--- src/rtl/usb_cmd_decode.sv ---
// Host-to-device command decoder for the RAM tracer.
// Frames the received USB byte stream into 4-byte command packets
// (header with bit7=1, then three body bytes with bit7=0). Executes
// SET_CONFIG, TS_CLEAR and ECHO, and counts framing/protocol errors.
//
// state  | meaning
// S_IDLE | waiting for a header byte
// S_B1   | header latched, expecting body byte 1 (P[20:14])
// S_B2   | expecting body byte 2 (P[13:7])
// S_B3   | expecting body byte 3 (P[6:0]); accepting it executes the command
module usb_cmd_decode #(
  parameter logic [15:0] TIMEOUT_CYCLES = 16'd48000,
  parameter logic [2:0]  RESET_CONFIG   = 3'b011
) (
  input  logic        i_mclk,
  input  logic        i_reset,
  input  logic [7:0]  i_rx_data,
  input  logic        i_rx_valid,
  output logic        o_rx_ready,
  output logic        o_trace_enable,
  output logic        o_trace_reads,
  output logic        o_turbo,
  output logic        o_ts_clear,
  output logic        o_echo_valid,
  output logic [24:0] o_echo_data,
  input  logic        i_echo_ready,
  output logic [7:0]  o_err_count
);

  typedef enum logic [1:0] {
    S_IDLE = 2'd0,
    S_B1   = 2'd1,
    S_B2   = 2'd2,
    S_B3   = 2'd3
  } state_t;

  localparam logic [2:0] OP_NOP        = 3'd0;
  localparam logic [2:0] OP_SET_CONFIG = 3'd1;
  localparam logic [2:0] OP_TS_CLEAR   = 3'd2;
  localparam logic [2:0] OP_ECHO       = 3'd3;

  state_t      r_state;
  state_t      w_state_nxt;
  logic [2:0]  r_opcode;
  logic [24:0] r_param;
  logic [15:0] r_tmo_cnt;
  logic [2:0]  r_config;
  logic        r_ts_clear;
  logic        r_echo_valid;
  logic [24:0] r_echo_data;
  logic [7:0]  r_err_count;

  logic        w_accept;
  logic        w_is_hdr;
  logic        w_timeout;
  logic        w_load_hdr;
  logic        w_load_b1;
  logic        w_load_b2;
  logic        w_exec;
  logic        w_err;
  logic [24:0] w_param_full;

  // Byte handshake; the whole receive path stalls while an echo is pending.
  assign w_accept     = i_rx_valid && !r_echo_valid;
  assign w_is_hdr     = i_rx_data[7];
  assign w_param_full = {r_param[24:7], i_rx_data[6:0]};
  // Down-counter reaches terminal count after TIMEOUT_CYCLES idle cycles;
  // a byte accepted on that same edge takes priority.
  assign w_timeout    = (r_state != S_IDLE) && !w_accept && !r_echo_valid
                        && (r_tmo_cnt == 16'd0);

  // Next-state and per-byte control decode.
  always_comb begin
    w_state_nxt = r_state;
    w_load_hdr  = 1'b0;
    w_load_b1   = 1'b0;
    w_load_b2   = 1'b0;
    w_exec      = 1'b0;
    w_err       = 1'b0;
    case (r_state)
      S_IDLE: begin
        if (w_accept) begin
          if (w_is_hdr) begin
            w_load_hdr  = 1'b1;
            w_state_nxt = S_B1;
          end else begin
            w_err = 1'b1;
          end
        end
      end
      S_B1, S_B2, S_B3: begin
        if (w_accept) begin
          if (w_is_hdr) begin
            // Resync: drop the partial packet, treat this byte as a new header.
            w_err       = 1'b1;
            w_load_hdr  = 1'b1;
            w_state_nxt = S_B1;
          end else if (r_state == S_B1) begin
            w_load_b1   = 1'b1;
            w_state_nxt = S_B2;
          end else if (r_state == S_B2) begin
            w_load_b2   = 1'b1;
            w_state_nxt = S_B3;
          end else begin
            w_exec      = 1'b1;
            w_err       = r_opcode[2];
            w_state_nxt = S_IDLE;
          end
        end else if (w_timeout) begin
          w_err       = 1'b1;
          w_state_nxt = S_IDLE;
        end
      end
      default: w_state_nxt = S_IDLE;
    endcase
  end

  // State register.
  always_ff @(posedge i_mclk or posedge i_reset) begin
    if (i_reset) r_state <= S_IDLE;
    else         r_state <= w_state_nxt;
  end

  // Opcode and parameter capture as header/body bytes arrive.
  always_ff @(posedge i_mclk or posedge i_reset) begin
    if (i_reset) begin
      r_opcode <= OP_NOP;
      r_param  <= 25'd0;
    end else begin
      if (w_load_hdr) begin
        r_opcode       <= i_rx_data[6:4];
        r_param[24:21] <= i_rx_data[3:0];
      end
      if (w_load_b1) r_param[20:14] <= i_rx_data[6:0];
      if (w_load_b2) r_param[13:7]  <= i_rx_data[6:0];
    end
  end

  // Inter-byte timeout: reload on every accepted byte, hold while stalled,
  // parked at zero whenever no packet is in progress.
  always_ff @(posedge i_mclk or posedge i_reset) begin
    if (i_reset) begin
      r_tmo_cnt <= 16'd0;
    end else if (w_state_nxt == S_IDLE) begin
      r_tmo_cnt <= 16'd0;
    end else if (w_accept) begin
      r_tmo_cnt <= TIMEOUT_CYCLES - 16'd1;
    end else if (!r_echo_valid && (r_tmo_cnt != 16'd0)) begin
      r_tmo_cnt <= r_tmo_cnt - 16'd1;
    end
  end

  // Command execution: config, timestamp-clear pulse and echo request.
  always_ff @(posedge i_mclk or posedge i_reset) begin
    if (i_reset) begin
      r_config     <= RESET_CONFIG;
      r_ts_clear   <= 1'b0;
      r_echo_valid <= 1'b0;
      r_echo_data  <= 25'd0;
    end else begin
      r_ts_clear <= w_exec && (r_opcode == OP_TS_CLEAR);
      if (w_exec && (r_opcode == OP_SET_CONFIG)) r_config <= w_param_full[2:0];
      if (w_exec && (r_opcode == OP_ECHO)) begin
        r_echo_valid <= 1'b1;
        r_echo_data  <= w_param_full;
      end else if (r_echo_valid && i_echo_ready) begin
        r_echo_valid <= 1'b0;
      end
    end
  end

  // Saturating error counter; at most one error event exists per cycle.
  always_ff @(posedge i_mclk or posedge i_reset) begin
    if (i_reset)                            r_err_count <= 8'd0;
    else if (w_err && (r_err_count != 8'hFF)) r_err_count <= r_err_count + 8'd1;
  end

  assign o_rx_ready     = !r_echo_valid;
  assign o_trace_enable = r_config[0];
  assign o_trace_reads  = r_config[1];
  assign o_turbo        = r_config[2];
  assign o_ts_clear     = r_ts_clear;
  assign o_echo_valid   = r_echo_valid;
  assign o_echo_data    = r_echo_data;
  assign o_err_count    = r_err_count;

endmodule
--- config.mk ---
export PLATFORM = sky130hd
export DESIGN_NAME = usb_cmd_decode
export DESIGN_NICKNAME = d
export VERILOG_FILES = /design/src/rtl/usb_cmd_decode.sv
export SDC_FILE = /design/constraint.sdc
export NUM_CORES = 1
export LEC_CHECK = 0
export CORE_MARGIN = 2
export CORE_UTILIZATION = 54
export CTS_CLUSTER_DIAMETER = 150
export DETAILED_ROUTE_END_ITERATION = 10
export PLACE_DENSITY = 0.83
export SLEW_MARGIN = 30
export SYNTH_ARGS = -nofsm -noshare
export SYNTH_HDL_FRONTEND = slang
export SYNTH_SLANG_ARGS = --single-unit
--- constraint.sdc ---
create_clock -name i_mclk -period 2.6 [get_ports i_mclk]
set_clock_uncertainty 0.2 [all_clocks]
set_input_delay 0.26 -clock i_mclk [delete_from_list [all_inputs] [get_ports i_mclk]]
set_output_delay 0.26 -clock i_mclk [all_outputs]
set_load 0.02 [all_outputs]
### Yosys cells after proc, flatten, opt, wreduce, memory -nomap -nowiden

Index checks and enable logic that the tools add are counted.

| word-level totals | value |
|---|---|
| flip-flop bits (word level) | 77 |
| input port bits | 12 |
| output and inout port bits | 39 |
| logic and storage cells | 79 |

| operators by class | value |
|---|---|
| $add $sub $neg | 2 |
| equality and inequality tests | 7 |
| muxes and demuxes | 38 |
| reduce and logical (&&, ||, !) cells | 21 |

Operator list:

| operator | count |
|---|---|
| 2-to-1 mux 16 bit | 3 |
| 2-to-1 mux 1 bit | 26 |
| logical NOT 16 bit | 1 |
| nonzero test 16 bit | 1 |
| subtractor 16 x 1 -> 16 bit, second input constant | 1 |
| 2-to-1 mux 2 bit | 7 |
| logical AND 1 bit | 10 |
| adder 8 x 1 -> 8 bit, second input constant | 1 |
| inequality test 8 bit, second input constant | 1 |
| == test 3 x 2 -> 1 bit, second input constant | 2 |
| == test 2 bit, second input constant | 2 |
| logical NOT 2 bit | 2 |
| one-hot mux 2 bit (2 select lines) | 1 |
| nonzero test 2 bit | 2 |
| OR reduction 4 bit | 1 |
| == test 3 x 1 -> 1 bit, second input constant | 1 |
| nonzero test 3 bit | 1 |
| OR reduction 3 bit | 1 |
| == test 2 x 1 -> 1 bit, second input constant | 1 |
| logical NOT 1 bit | 2 |
| one-hot mux 1 bit (2 select lines) | 1 |

### Logic depth before layout (Yosys ltp)

| logic depth | value |
|---|---|
| depth after elaboration | 11 |
| depth in mapped cells | 9 |
| depth with buffers taken out | 7 |

### Worst setup path before layout

Ideal clock, no wire load.

| timing | value |
|---|---|
| path type | register to register |
| start point | register r_state[0] |
| end point | register r_echo_data[10] (netlist: o_echo_data[10]) |
| setup time | 125 ps |
| arrival | 1,819 ps |
| data required time | 2,275 ps |
| path slack | 456 ps |
| stages on the path, launching flop included | 9 |
| buffers on the path | 1 |
| clock period less this slack | 2,144 ps |
| cell sequence | dfrtp_1 inv_1 ha_1 nor2_1 nand2_1 nor3_4 nand3_4 buf_6 mux2_4 |

| between the ends | value |
|---|---|
| longest elaborated chain between the ends | 7 |
| elaborated cells between the ends (all ways) | 10 |
| classes of those cells | eq/ne (3); mux (5); reduce/logical (2) |

Ends and longest elaborated chain:

| item | RTL line | text |
|---|---|---|
| start, declared | 42 | `state_t r_state;` |
| start signal, assigned | 121 | `else r_state <= w_state_nxt;` |
| == test 2 bit | 80, 101 |  |
| 2-to-1 mux 1 bit | 101 | `end else if (r_state == S_B2) begin` |
| 2-to-1 mux 1 bit | 98 | `end else if (r_state == S_B1) begin` |
| 2-to-1 mux 1 bit | 93 | `if (w_is_hdr) begin` |
| 2-to-1 mux 1 bit | 92 | `if (w_accept) begin` |
| 2-to-1 mux 1 bit * | 80 | `case (r_state)` |
| logical AND 1 bit * | 163 | `if (w_exec && (r_opcode == OP_ECHO)) begin` |
| end signal, assigned | 165 | `r_echo_data <= w_param_full;` |
| end, declared | 50 | `logic [24:0] r_echo_data;` |

Every way passes the cells marked *; elsewhere a longest branch is shown, timed or not.
A chain may end at the register's enable or synchronous reset.

### Worst setup path in the final report

| timing | value |
|---|---|
| start point | register r_state[0] |
| end point | register r_echo_data[19] (netlist: o_echo_data[19]) |

The elaborated chain is that of the path after synthesis.

==> flow_metrics.tcl <==
set metrics [dict create \
    synth_edf_count 0 \
    numCtsBuffers 9 \
    cts_hold_buf 0 \
    finalCritPeriodShare_pct 90.3 \
    worstPathRequired_ns 2.64 \
    via_count 2240 \
    irDropWorstVdd_uv 725 \
    viasPerCell 5.49 \
    ctsResizeCount 0 \
    max_freq_ghz 0.426 \
    core-area_mm2 0.00635 \
    fin_tns_setup_ns 0 \
    num_rows 29 \
    synth.top_cells.by_count "dfrtp_1 (75), mux2_2 (24), mux2_4 (19)" \
    fin_total_pwr_w 0.00478 \
    yosysMostFrequentCell "dfrtp_1" \
    io_pins 51 \
    path_clk_slew_ns 0.08 \
    initial_core_util_pct 55.8 \
    cp_max_fo 26 \
    yosys-top-cells-area "dfrtp_1 (53%), mux2_4 (8.0%), mux2_2 (7.6%)" \
    htree_num_levels 3 \
    diodes 0 \
    ys.flop_type "dfrtp_1" \
    wl_per_cell_um 16.4 \
    status "finished clean" \
    min_period_ns 2.35 \
    drc_errors 0 \
    root_buffer "clkbuf_8" \
    ys_seq_area_share_pct 54.4 \
    end_kind "register" \
    rsz0062_at_grt "no" \
    dieArea_mm2 0.00723 \
    cts_sinks 77 \
    grt_overflow 0 \
    placed_cells 392 \
    synthesis.area_mm2 0.00354 \
    p_leak_nw 1.96 \
    final_hold_viol_count 0 \
    fin_cells 408 \
    synth_nets 286 \
    synth_area_per_cell_um2 13.2 \
    finalMaxSlewViolations 0 \
    cap_violations 0 \
    wirelength_um 6670 \
    clockBufferDepth 2 \
    yosysWarningCount 0 \
    grt_pass1_vias 2236 \
    worstMarginPinSlew_ns 0.438 \
    crit_arrival_ns 2.38 \
    place.gp.congestion 0.908 \
    clk_latency_ns 0.35 \
    final_core_util_pct 68.5 \
    slew_headroom_pct 70.7 \
    worstSetupPathType "register to register" \
    nets 344 \
    grt_max_degree 78 \
    hold_path_class "input port to async pin" \
    ys_types 46 \
    die_y_um 85.0 \
    die_w_um 85.0 \
    r2r_slack_ns 0.25 \
    grt_use_total_pct 20.4 \
    cts_tree "done" \
    drive_gt1_share_pct 23.9 \
    ant_nets 0 \
    hpwl_um 4550 \
    grt_pass1_wl_um 11300 \
    post_cts_buffers 0 \
    cp-start-kind "register" \
    synth-seq-cells 77 \
    first_pass_iters 4 \
    antenna_found_initial 0 \
    area_growth_pct 22.7 \
    synth_top_area_share_pct 52.9 \
    initialDrtViolationCount 121 \
    powerDensity_mw_per_mm2 1100 \
    setup_viol 0 \
    port_buffers 50 \
    synthArstFlopShare_pct 100 \
    yosysTopAreaCell "dfrtp_1" \
    synthCells 268 \
]
==> power by group <==
group	total [W]	internal (W)	switching (W)	leakage, nW
sequential	0.00203	0.00165	0.000381	0.977
clock	0.000924	0.000457	0.000467	0.105
combinational	0.00182	0.000961	0.000861	0.875
==> routing by layer <==
layer / routed length, um / vias to the layer above / track usage [%] / share of wire (%)
met1: 3110 / 1109 / 28.7 / 47
met4: 135 / 0 / 8.95 / 2.0
li1: - / 1077 / - / -
met3: 221 / 11 / 5.25 / 3.3
met5: 0 / - / 0 / 0
met2: 3200 / 43 / 30.1 / 48
==> critical path, stage by stage, from the launching register on <==
cell,delay [ns]
dfrtp_1,0.45
inv_1,0.09
ha_1,0.28
nor2_1,0.27
nand2_1,0.14
nor3_4,0.20
nand3_4,0.10
buf_12,0.19
mux2_1,0.33
==> cell type report <==
cell class                      count  area, um2
Fill cell                         403       2000
Sequential cell                    77       1930
Multi-Input combinational cell    174       1520
Timing Repair Buffer               57        578
Clock buffer                        9        124
Tap cell                           77       96.3
Clock inverter                      7       78.8
Inverter                            7       26.3
==> state kept, by name (all words and copies together), names as in the netlist <==
register      flops
r_param          18
r_state           2
r_tmo_cnt        16
r_config          3
o_ts_clear        1
r_opcode          3
o_echo_data      25
o_echo_valid      1
o_err_count       8
==> worst paths after layout <==
check / start / end / cells past startpoint
setup / recovery: r_state[0] / o_echo_data[19] / 8
hold / removal: i_reset / o_echo_data[17] / 3
setup reg to reg: r_state[0] / o_echo_data[19] / 8
hold reg to reg: r_param[20] / o_echo_data[20] / 1
max in group asynchronous: i_reset / r_config[1] / 3
min in group i_mclk: r_param[20] / o_echo_data[20] / 1
==> layout by cell type (no fill, tap or decap), types with 6 or more instances in the layout <==
cell	Yosys	routed
nand3_1	8	8
inv_1	7	6
ha_1	6	6
nor2_1	8	8
mux2_1	7	7
nand4_1	7	7
nand2_1	11	11
mux2_2	24	24
a21oi_1	13	13
dfrtp_1	75	75
clkbuf_8	0	9
mux2_4	19	19
xor2_1	12	12
xnor2_1	6	6
clkdlybuf4s50_1	0	50
==> through the flow <==
step / instance area, um2 / hold slack [ns] / worst slack, ns
detailed placement: 4150 / 0.274 / 0.262
finish: 4350 / 0.107 / 0.252
CTS: 4350 / 0.121 / 0.257
global route: 4350 / 0.133 / 0.0674
global placement: 4150 / 0.257 / 0.330
floorplan: 3540 / 0.141 / 0.177
==> cells by family (layout without fill, tap and decap cells) <==
group                    after synthesis  count (layout)  share of synthesized area, %
buffers and inverters                 17              80                          2.82
AND/OR/NAND/NOR                       68              68                          12.5
AO/OA/AOI/OAI                         31              31                          5.54
XOR/XNOR                              18              18                          4.45
adder cells (fa/ha/maj)                6               6                          2.12
flip-flops                            77              77                          54.4
multiplexers                          51              51                          18.2
Power figures use the tool's default switching activity.
==> RTL change 1: new RTL, config.mk and constraints unchanged <==
Re-encode `state_t` (4 states) as Gray code, 2 bits wide.
--- a/src/rtl/usb_cmd_decode.sv
+++ b/src/rtl/usb_cmd_decode.sv
@@ -30,6 +30,6 @@
   typedef enum logic [1:0] {
-    S_IDLE = 2'd0,
-    S_B1   = 2'd1,
-    S_B2   = 2'd2,
-    S_B3   = 2'd3
+    S_IDLE = 2'b00,
+    S_B1   = 2'b01,
+    S_B2   = 2'b11,
+    S_B3   = 2'b10
   } state_t;
Behaviour: same outputs for any inputs over 4 cycles, from zero or initial values and one cycle with i_reset high; so few cycles prove little.
==> RTL change 1 against the original RTL <==
Clock power grew 10%; setup slack lost 0.13 ns; synthesized area shrank 4.2%; combinational power shrank 45%; cell area grew 0.58%; routed wire length grew 8.5%; sequential cell count is the same; total power shrank 23%; maximum frequency shrank 5.4%; count of clock-buffer cells in the layout is the same; hold slack gained 0.16 ns.
==> RTL change 1: results (changes against the original RTL) <==
Run status
  – Run status: finished clean (unchanged)

Global route
  – Global-route wire length before repair: 12490 µm (was 11300 µm)
  – Routing usage on met3: 4.871% (was 5.253%)
  – Vias in the first global route: 2521 (was 2236)
  – GR Layer Usage met2: 36.14% (was 30.11%)
  – GR Util met1: 29.95% (was 28.66%)
  – Pin count of the biggest net entering global routing: 62 (was 78)

Pwr
  – Comb power frac: 27.2% (was 38.1%)
  – Total Power: 0.003686 W (was 0.004779 W)
  – Sw Ratio: 31.15% (was 35.77%)
  – LEAKAGE: 1.942 nW (was 1.956 nW)
  – Seq power: 0.00167 W (was 0.00203 W)
  – Peak supply drop: 0.6039 mV (was 0.7250 mV)

Logic synthesis
  – Syn Nets: 290 (was 286)
  – Largest cells by area after synthesis: dfrtp_1 55%, mux2_2 16%, xnor2_1 2.6%, a21oi_1 2.1%, nor2_1 2.0% (was dfrtp_1 53%, mux2_4 8.0%, mux2_2 7.6%, xor2_1 3.0%, mux2_1 2.2%)
  – Synth top cells by count: 75 x dfrtp_1, 49 x mux2_2, 18 x nor2_1, 14 x a21oi_1, 14 x nand2_1 (was 75 x dfrtp_1, 24 x mux2_2, 19 x mux2_4, 13 x a21oi_1, 12 x xor2_1)
  – Seq/Total Area, Yosys: 56.82% (was 54.43%)
  – Syn avg cell area: 12.35 µm² (was 13.23 µm²)

Finish
  – Nets: 365 (was 344)
  – Non-Filler Instances: 430 (was 408)
  – Fill cells: 401 (was 403)
  – Synthesis-to-layout area growth: 28.78% (was 22.66%)

Worst setup path
  – Slowest cell delay on critical path: 0.63 ns (was 0.45 ns)
  – Worst R2R Start: r_tmo_cnt[6]$_DFFE_PP0P_ (was r_state[0]$_DFF_PP0_)
  – Crit-path slowest cell: or4_4 (was dfrtp_1)
  – R2R Setup Slk: 0.12 ns (was 0.25 ns)
  – CP arrival: 2.53 ns (was 2.38 ns)
  – Critical R2R Capture: o_err_count[1]$_DFFE_PP0P_ (was o_echo_data[19]$_DFFE_PP0P_)
  – Worst-case reg-to-reg path depth: 5 (was 8)
  – Crit path max fanout: 7 (was 26)

Detailed routing
  – Detailed Route Iter0 Violations: 174 (was 121)
  – Wire length on met2: 3677 µm (was 3200 µm)
  – First drt pass iteration count: 4 (unchanged)
  – Vias per cell: 5.702 (was 5.490)
  – WL met1: 3143 µm (was 3114 µm)
  – Met3 routed wirelength: 329 µm (was 221 µm)

Placement
  – Post-placement cell count: 411 (was 392)
  – Routability Congestion: 0.9996 (was 0.9083)
  – Post-DP HPWL: 4774 µm (was 4546 µm)
  – IO Port Bufs: 50 (unchanged)
  – Post-placement setup slack: 0.006407 ns (was 0.2625 ns)
  – Cell area after placement: 4101 µm² (was 4145 µm²)

Timing
  – Relative slew slack: 65.69% (was 70.75%)
  – Hold slack: 0.2660 ns (was 0.1074 ns)

Min path
  – Hold crit path type: in -> reg (was in -> async)
==> RTL change 1: cell count changes after synthesis, moves of 6 or more <==
cell	change
mux2_2	+25
mux2_4	-18
nor2_1	+10
xor2_1	-8
mux2_1	-7
nand4_1	-6
==> RTL change 1: cell type report <==
class	instances	area share, %
clock inverters	7	2.232
multi-input cells	182	32.50
flip-flops and latches	77	44.12
repair buffers	71	15.39
inverters	9	0.7725
well taps	75	2.146
clock buffers	9	2.833
==> RTL change 1: cells by family after synthesis <==
kind of cell | Yosys count | share of synthesized area, %
buffers and inverters | 16 | 2.137
multiplexers | 54 | 17.87
AND/OR/NAND/NOR | 78 | 12.75
flip-flops | 77 | 56.82
AO/OA/AOI/OAI | 33 | 5.712
XOR/XNOR | 14 | 3.611
adder cells (fa/ha/maj) | 3 | 1.105
==> RTL change 1: worst max-delay path by stage <==
stage	startpoint	to	slack, ns
3_3_place_gp	r_tmo_cnt[0]$_DFFE_PP0P_	o_err_count[1]$_DFFE_PP0P_	0.07
4_1_cts	r_tmo_cnt[0]$_DFFE_PP0P_	o_err_count[1]$_DFFE_PP0P_	0.05
5_1_grt	r_tmo_cnt[0]$_DFFE_PP0P_	r_tmo_cnt[10]$_DFFE_PP0P_	0.04
3_5_place_dp	r_tmo_cnt[0]$_DFFE_PP0P_	r_tmo_cnt[1]$_DFFE_PP0P_	0.006
6_report	r_tmo_cnt[6]$_DFFE_PP0P_	o_err_count[1]$_DFFE_PP0P_	0.12
2_1_floorplan	r_tmo_cnt[0]$_DFFE_PP0P_	r_tmo_cnt[15]$_DFFE_PP0P_	0.02
==> RTL change 1: timing repair <==
action	4_1_cts	5_1_grt
hold endpoints to repair	9	0
endpoints found under the setup margin	2	10
gates resized for setup	2	3
hold buffers	1	0
buffers inserted	2	0
pin swaps	2	1
gates cloned	0	0
==> RTL change 2: new RTL, same settings <==
Without the edit above. `TIMEOUT_CYCLES`: 16'd48000 -> 16'd36000.
--- a/src/rtl/usb_cmd_decode.sv
+++ b/src/rtl/usb_cmd_decode.sv
@@ -11,3 +11,3 @@
 module usb_cmd_decode #(
-  parameter logic [15:0] TIMEOUT_CYCLES = 16'd48000,
+  parameter logic [15:0] TIMEOUT_CYCLES = 16'd36000,
   parameter logic [2:0]  RESET_CONFIG   = 3'b011
Check against the original RTL: no difference found for any inputs over 4 cycles, from zero or initial values and one cycle with i_reset high; that may be too few to reach the edited logic, so the function may still have changed.
==> RTL change 2 against the original RTL <==
Cell area rose by 2.1%; critical path depth rose by 1; sequential cell count did not move; non-clock buffer count rose by 5; total power rose by 5.0%; maximum frequency fell by 7.3%; core utilization rose by 1.5 points; setup slack got worse by 0.19 ns; routed wire length rose by 10%; critical path type unchanged; first-iteration DRC count rose by 28%; combinational power rose by 9%; synthesized area rose by 0.18%.
==> RTL change 2: results (changes against the original RTL) <==
Detailed routing
  – Wire per inst: 17.30 µm (was 16.35 µm)
  – Vias per cell: 5.720 (was 5.490)
  – First drt pass iteration count: 5 (was 4)
  – Detailed Route Iter0 Violations: 155 (was 121)
  – Detailed Route WL: 7351 µm (was 6672 µm)
  – ANT nets after route: 0 (unchanged)

Clock tree
  – TritonCTS Buffers: 9 (unchanged)
  – # H-tree levels: 3 (unchanged)
  – Clock Tree Buf Depth: 2 (unchanged)
  – Reg clk slew, reported paths: 0.09 ns
  – Worst-Skew Late Latency: 0.35 ns (about the same)

Logic synthesis
  – Seq/Total Area, Yosys: 54.33% (was 54.43%)
  – Synthesized netlist cell count: 278 (was 268)
  – Synth top cells by count: 75 x dfrtp_1, 31 x mux2_2, 19 x mux2_4, 19 x nor2_1, 16 x xnor2_1 (was 75 x dfrtp_1, 24 x mux2_2, 19 x mux2_4, 13 x a21oi_1, 12 x xor2_1)
  – Syn Nets: 296 (was 286)
  – Ys Warns: 0 (unchanged)
  – Synth unique cells: 47 (was 46)
  – Async S/R FF share, synth: 100.0% (unchanged)
  – Largest cells by area after synthesis: dfrtp_1 53%, mux2_2 9.8%, mux2_4 8.0%, xnor2_1 3.9%, ha_1 2.1% (was dfrtp_1 53%, mux2_4 8.0%, mux2_2 7.6%, xor2_1 3.0%, mux2_1 2.2%)

Placement
  – Post-DP HPWL: 5137 µm (was 4546 µm)
  – Cell area after placement: 4188 µm² (was 4145 µm²)
  – Post-placement cell count: 407 (was 392)
  – Routability Congestion: 0.9154 (was 0.9083)

Pwr
  – LEAKAGE: 1.968 nW (was 1.956 nW)
  – Peak supply drop: 0.7353 mV (was 0.7250 mV)
  – Sw Ratio: 35.52% (was 35.77%)

Timing
  – Worst-Margin Slew: 0.6203 ns (was 0.4376 ns)

Global route
  – Vias in the first global route: 2485 (was 2236)
  – Pin count of the biggest net entering global routing: 29 (was 78)
  – GRT Util Overall: 22.12% (was 20.38%)
  – Initial antenna violation count: 0 (unchanged)
  – Global-route wire length before repair: 12290 µm (was 11300 µm)

Run status
  – Run status: finished clean (unchanged)

Finish
  – Share of post-route cells with drive strength above 1: 25.57% (was 23.87%)
  – Diode count: 0 (unchanged)
  – Finished Cell Area: 4441 µm² (was 4348 µm²)
  – Nets: 361 (was 344)
  – Max reg flops: 25 (unchanged)

Min path
  – Hold crit path type: in -> async (unchanged)

Worst setup path
  – CP arrival: 2.56 ns (was 2.38 ns)
  – Crit path max fanout: 5 (was 26)
[RTL change 2: cell type report]
type	count	area, µm²
inverter	9	33.78
timing repair buffer	62	615.6
sequential	77	1929
clock inverter	7	105.1
tap	77	96.34
clock buffer	9	123.9
fill	442	1909
multi-input combinational	184	1536
[RTL change 2: final timing paths]
check / start / end / slack (ns) / cells after the start
worst max-delay path: r_tmo_cnt[0]$_DFFE_PP0P_ / o_err_count[5]$_DFFE_PP0P_ / 0.07 / 9
worst min-delay path: i_reset / r_param[7]$_DFFE_PP0P_ / 0.11 / 2
worst max register to register: r_tmo_cnt[0]$_DFFE_PP0P_ / o_err_count[5]$_DFFE_PP0P_ / 0.07 / 9
worst min register to register: r_param[13]$_DFFE_PP0P_ / o_echo_data[13]$_DFFE_PP0P_ / 0.31 / 1
max in group asynchronous: i_reset / r_config[0]$_DFFE_PP1P_ / 1.47 / 3
min in group i_mclk: r_param[13]$_DFFE_PP0P_ / o_echo_data[13]$_DFFE_PP0P_ / 0.31 / 1
[RTL change 2: power by group through the flow]
stage,Combinational [W],Sequential (W),Clock [W]
after floorplan,0.000993,0.00222,0
after global placement,0.00191,0.00199,0
after detailed placement,0.00197,0.00201,0
after CTS,0.00198,0.00199,0.00106
after global routing,0.00215,0.00205,0.00112
final,0.00199,0.00199,0.00104
[RTL change 2: routing by layer]
metal / track usage (%) / share of wire [%]
met5: 0 / 0
met4: 10.10 / 2.3
met3: 4.961 / 3.8
met2: 33.74 / 50
met1: 30.44 / 44
[RTL change 2: cell families (layout without fill, tap and decap cells)]
| family | after synthesis | after routing | synth area share [%] |
|---|---|---|---|
| fa+ha+maj | 6 | 6 | 2.114 |
| flops | 77 | 77 | 54.33 |
| simple gates | 77 | 77 | 12.58 |
| mux | 51 | 51 | 18.15 |
| buf+inv | 17 | 87 | 2.642 |
| compound gates | 32 | 32 | 5.743 |
| xor+xnor | 18 | 18 | 4.440 |
[RTL change 2: repair_timing]
action                     in CTS  in global routing
buffers inserted                0                  2
resized for setup               0                  1
setup endpoints to repair       0                  8
[RTL change 2: critical path, cell delays in order (launching register included)]
cell      delay, ns
dfrtp_1        0.41
inv_1          0.13
ha_1           0.19
nor3b_1        0.35
nand4_1        0.18
buf_4          0.22
a222oi_1       0.21
buf_4          0.18
nor4b_1        0.23
a211oi_1       0.09
[RTL change 2: per-stage QoR]
stage	hold WS, ns	setup slack, ns
finish	0.1086	0.06601
global route	0.1715	-0.1154
CTS	0.1173	0.02402
detailed placement	0.2914	0.03364
global placement	0.2847	0.2596
floorplan	0.1564	0.1766
